--- config.mk ---
export PLATFORM = sky130hd
export DESIGN_NAME = fifo1_wr_adapter
export DESIGN_NICKNAME = d
export VERILOG_FILES = /design/src/rtl/fifo1_pkg.sv /design/src/rtl/fifo1_wr_buf.sv /design/src/rtl/fifo1_wr_adapter.sv
export SDC_FILE = /design/constraint.sdc
export NUM_CORES = 1
export LEC_CHECK = 0
export ABC_AREA = 1
export CORE_AREA = 2 2 91 93
export DETAILED_ROUTE_END_ITERATION = 10
export DIE_AREA = 0 0 93 95
export PLACE_DENSITY_LB_ADDON = 0.1
export SLEW_MARGIN = 10
export SYNTH_ARGS = -nofsm -noshare
export SYNTH_HDL_FRONTEND = slang
export SYNTH_HIERARCHICAL = 1
export SYNTH_SLANG_ARGS = --single-unit
--- constraint.sdc ---
create_clock -name wclk2x -period 2.8 [get_ports wclk2x]
set_input_delay 0.7 -clock wclk2x [delete_from_list [all_inputs] [get_ports wclk2x]]
set_output_delay 0.7 -clock wclk2x [all_outputs]
set_load 0.01 [all_outputs]
--- src/rtl/fifo1_pkg.sv ---
// Shared defaults and width helpers for the fifo1 write-side adapter.
package fifo1_pkg;

  localparam int DSIZE_DEF  = 8;
  localparam int BDEPTH_DEF = 4;

  // Ceiling log2, usable in constant expressions for pointer widths.
  function automatic int fifo1_clog2(input int value);
    int res;
    int v;
    res = 0;
    v   = value - 1;
    while (v > 0) begin
      res = res + 1;
      v   = v >> 1;
    end
    return res;
  endfunction

  localparam int PTR_W_DEF = fifo1_clog2(BDEPTH_DEF);
  localparam int LVL_W_DEF = PTR_W_DEF + 1;

endpackage

--- src/rtl/fifo1_wr_buf.sv ---
// Elastic buffer for the write adapter: register-array storage, wrapping
// pointers, occupancy level and two combinational read ports (head and the
// entry behind it) so the caller can look past a word it is about to pop.
module fifo1_wr_buf
  import fifo1_pkg::*;
#(
  parameter  int DSIZE  = DSIZE_DEF,
  parameter  int BDEPTH = BDEPTH_DEF,
  localparam int PTR_W  = fifo1_clog2(BDEPTH),
  localparam int LVL_W  = PTR_W + 1
) (
  input  logic             wclk2x,
  input  logic             wrst_n,
  input  logic             push,
  input  logic             pop,
  input  logic [DSIZE-1:0] wdata,
  output logic [DSIZE-1:0] head,
  output logic [DSIZE-1:0] next_head,
  output logic [LVL_W-1:0] level
);

  logic [DSIZE-1:0] mem [BDEPTH];
  logic [PTR_W-1:0] wr_ptr;
  logic [PTR_W-1:0] rd_ptr;
  logic [PTR_W-1:0] rd_ptr_nxt;

  assign rd_ptr_nxt = rd_ptr + PTR_W'(1);
  assign head       = mem[rd_ptr];
  assign next_head  = mem[rd_ptr_nxt];

  // Storage is not reset; stale contents are unreachable once pointers clear.
  always_ff @(posedge wclk2x) begin
    if (push) begin
      mem[wr_ptr] <= wdata;
    end
  end

  // Pointers wrap naturally (BDEPTH is a power of 2); level tracks push - pop.
  always_ff @(posedge wclk2x or negedge wrst_n) begin
    if (!wrst_n) begin
      wr_ptr <= '0;
      rd_ptr <= '0;
      level  <= '0;
    end else begin
      if (push) begin
        wr_ptr <= wr_ptr + PTR_W'(1);
      end
      if (pop) begin
        rd_ptr <= rd_ptr_nxt;
      end
      level <= level + LVL_W'(push) - LVL_W'(pop);
    end
  end

endmodule

--- src/rtl/fifo1_wr_adapter.sv ---
// Write-side front end of fifo1_sram in the wclk2x domain. Buffers a
// valid/ready byte stream and paces it into wdata_in/winc: wdata_in only
// moves on P-edges (wphase=1) and winc only on M-edges, so the FIFO's
// mid-period pre-register always sees a settled word and wfull is
// re-checked half a wclk before every write.
module fifo1_wr_adapter
  import fifo1_pkg::*;
#(
  parameter  int DSIZE  = DSIZE_DEF,
  parameter  int BDEPTH = BDEPTH_DEF,
  localparam int PTR_W  = fifo1_clog2(BDEPTH),
  localparam int LVL_W  = PTR_W + 1
) (
  input  logic             wclk2x,
  input  logic             wrst_n,
  input  logic             wphase,
  input  logic             in_valid,
  output logic             in_ready,
  input  logic [DSIZE-1:0] in_data,
  input  logic             wfull,
  output logic             winc,
  output logic [DSIZE-1:0] wdata_in,
  output logic [LVL_W-1:0] level
);

  logic             push;
  logic             pop;
  logic             hv;
  logic             head_ok;
  logic [DSIZE-1:0] head;
  logic [DSIZE-1:0] next_head;
  logic [DSIZE-1:0] head_sel;

  // Ready comes from the registered level only, never from in_valid.
  assign in_ready = (level != LVL_W'(BDEPTH));
  assign push     = in_valid & in_ready;
  // winc only lands in the FIFO at a wclk edge, i.e. a P-edge.
  assign pop      = wphase & winc;

  fifo1_wr_buf #(
    .DSIZE  (DSIZE),
    .BDEPTH (BDEPTH)
  ) u_buf (
    .wclk2x    (wclk2x),
    .wrst_n    (wrst_n),
    .push      (push),
    .pop       (pop),
    .wdata     (in_data),
    .head      (head),
    .next_head (next_head),
    .level     (level)
  );

  // Post-pop head from pre-edge state; a same-edge push is deliberately not seen.
  always_comb begin
    head_sel = head;
    head_ok  = (level >= LVL_W'(1));
    if (pop) begin
      head_sel = next_head;
      head_ok  = (level >= LVL_W'(2));
    end
  end

  // P-edges load the next word and head-valid; M-edges decide winc from wfull.
  always_ff @(posedge wclk2x or negedge wrst_n) begin
    if (!wrst_n) begin
      winc     <= 1'b0;
      wdata_in <= '0;
      hv       <= 1'b0;
    end else if (wphase) begin
      if (head_ok) begin
        wdata_in <= head_sel;
        hv       <= 1'b1;
      end else begin
        hv       <= 1'b0;
      end
    end else begin
      winc <= hv & ~wfull;
    end
  end

endmodule

==> run_results.csv, run 1 <==
group,metric,value,unit
yosys,synth.cell_area,2700,sq um
yosys,synthFlopType,"edfxtp_1",
place,place_congestion,0.764,
worst_setup_path,arrival,2.64,ns
route,drt_iter0_markers,80,
sta,tightest_slew,0.754,ns
clocking,clock_latency,0.30,ns
route,drc_errors,0,
place,dp_slack,0.0261,ns
sta,min_period,2.44,ns
yosys,yosys-top-cells-area,"edfxtp_1 (36%), nand2_1 (21%), dfrtp_1 (16%), inv_1 (6.4%), nand3_1 (6.3%)",
clocking,htreeDepth,2,
clocking,cts_resized,0,
sta,timing.hold.ws,0.487,ns
place,dp.final_hpwl,3910,um
worst_setup_path,path_class,"in -> reg",
clocking,holdBufCountCts,0,
power,peakVddDrop,0.235,mV
yosys,synth_enable_flop_cells,32,
route,wl,5650,um
route,top_layer_used,"met4",
yosys,yosys.area.top_type_share,0.356,
power,powerDensity,977,nW/um^2
route,route.met3.wl,247,um
hold_path,hp-class,"reg -> reg",
worst_setup_path,critPathLaunchType,"primary input",
power,cellLeakagePower,1.57,nW
sta,setup_viol,0,
yosys,syn_avg_cell_area,8.36,sq um
route,wire_per_inst,12.4,um
clocking,cts_sinks,49,
worst_setup_path,end_kind,"flip-flop",
clocking,cts_tree,"built",
sta,fmax,409,MHz
floorplan,start_util,0.340,
finish,finalNetCount,369,
flow_run,maxCapViolations,0,
outcome,status,"finished, final reports clean",
worst_setup_path,required,3.00,ns
global_routing,grt_max_degree,34,
yosys,syn_inst,323,
global_routing,grt_overflow_total,0,
global_routing,first_global_vias,1882,
global_routing,track_usage,0.142,
clocking,clockBufferDepth,2,
sta,drv_slew,0,
global_routing,antenna_found_initial,0,
yosys,yosys.cell_count.top_type,"nand2_1",
yosys,async_reset_ff_frac,0.347,
finish,n_fill_cell,853,
yosys,ys_types,21,
route,num_vias,1992,
yosys,synthTopCellsByCount,"nand2_1 (151), inv_1 (46), nand3_1 (34)",
yosys,ys_warn_count,6,
yosys,synth.largest_area_cell,"edfxtp_1",
place,placed_area,3000,sq um
floorplan,die_h,95,um
sta,hold_violations,0,
floorplan,boundaryPins,26,
finish,drive_above_1_share,0.0857,
sta,setup_tns,0,ns
finish,final_area,3090,sq um
route,viasPerCell,4.38,
floorplan,die-area,8840,sq um
yosys,ys_ff_latch,49,
finish,antenna_cells,0,
place,portBuffers,25,
route,met1_length,2610,um
route,ant_nets,0,
clocking,numCtsBuffers,5,
floorplan,std_cell_rows,33,
worst_setup_path,cp_max_fo,2,
yosys,synth_nets,343,
floorplan,core,7930,sq um
floorplan,die-width,93,um
sta,finalClockSkew,0.00604,ns
global_routing,grt_pass1_wl,9550,um
sta,rsz0062_at_grt,"no",
route,first_pass_iters,4,
route,dr_wl_met2,2740,um
clocking,post-cts-setup-buffer-count,0,
clocking,clk_pin_slew,0.09,ns
sta,timing.final.crit_share,0.873,
finish,synthToLayoutAreaGrowth,14.4,%
sta,fin_ws,0.356,ns
yosys,yosysSeqAreaShare,0.514,
sta,slew_headroom,0.496,
clocking,root_buffer,"clkbuf_8",
area by class of cell:
cell class | count | area [sq um] | share of cell area
Sequential cell | 49 | 1390 | 0.449
Multi-Input combinational cell | 213 | 988 | 0.320
Timing Repair Buffer | 31 | 295 | 0.0957
Inverter | 49 | 199 | 0.0645
Tap cell | 105 | 131 | 0.0426
Clock buffer | 5 | 68.8 | 0.0223
Clock inverter | 3 | 17.5 | 0.00567
cells by family (layout without fill, tap and decap cells):
family,count (synthesis),count (layout),synth area share
compound gates,4,4,0.0111
xor+xnor,2,2,0.00649
fa+ha+maj,7,7,0.0352
buf+inv,61,88,0.120
flops,49,49,0.514
simple gates,200,200,0.313
per-stage QoR:
stage | utilization | std cells | total power, mW
after floorplan | - | 323 | 2.25
after CTS | 0.389 | 455 | 3.08
final | 0.389 | 455 | 3.02
after global placement | 0.378 | 447 | 2.64
after detailed placement | 0.378 | 447 | 2.65
after global routing | 0.389 | 455 | 3.34
power by group:
group | internal (mW) | switching [mW]
Sequential | 0.992 | 0.192
Clock | 0.173 | 0.240
Combinational | 0.554 | 0.864
placed cells by master (no fill, tap or decap), drive strengths merged:
cell           instances
nor2                   2
ha                     6
nand2                163
or2                    1
clkinvlp               1
o31ai                  1
inv                   49
xor2                   2
fa                     1
clkbuf                 5
nand3                 34
clkinv                 2
clkdlybuf4s50         25
edfxtp                32
buf                    6
a21boi                 1
o21ai                  2
dfrtp                 17
worst paths after layout:
check,endpoint,slack [ns],depth (start not counted),startpoint
hold / removal,wdata_in[2],0.49,2,wdata_in[2]
max in group asynchronous,u_buf/level[2],1.49,1,wrst_n
hold reg to reg,wdata_in[2],0.49,2,wdata_in[2]
setup / recovery,u_buf/level[2],0.36,11,in_valid
min in group asynchronous,wdata_in[7],0.83,1,wrst_n
setup reg to reg,u_buf/level[2],0.72,11,u_buf/level[0]
worst max-delay path, stage by stage:
cell             delay, ns
clkdlybuf4s50_1       0.45
a21boi_0              0.25
inv_1                 0.07
ha_1                  0.27
inv_1                 0.04
ha_1                  0.18
fa_1                  0.42
inv_1                 0.07
nand2_1               0.06
nand3_1               0.08
nand2_1               0.05
state kept, by name (all words and copies together), names as in the netlist:
signal        cells
hv                1
u_buf/level       3
u_buf/mem        32
u_buf/rd_ptr      2
u_buf/wr_ptr      2
wdata_in          8
winc              1
metal layers:
metal  global-route usage  vias to the layer above
li1                     -                     1038
met1                0.182                      909
met2                0.243                       41
met3               0.0311                        4
met4               0.0368                        0
met5                    0                        -
Note: power is estimated with default switching activity, not from simulation.
==> run 2, diff against run 1 <==
--- a/config.mk
+++ b/config.mk
@@ -15,3 +15,4 @@
 export SYNTH_HDL_FRONTEND = slang
 export SYNTH_HIERARCHICAL = 1
 export SYNTH_SLANG_ARGS = --single-unit
+export TNS_END_PERCENT = 1
==> results of run 2 <==
Same layout as run 1: the final DEF is identical, and so are final timing and power.
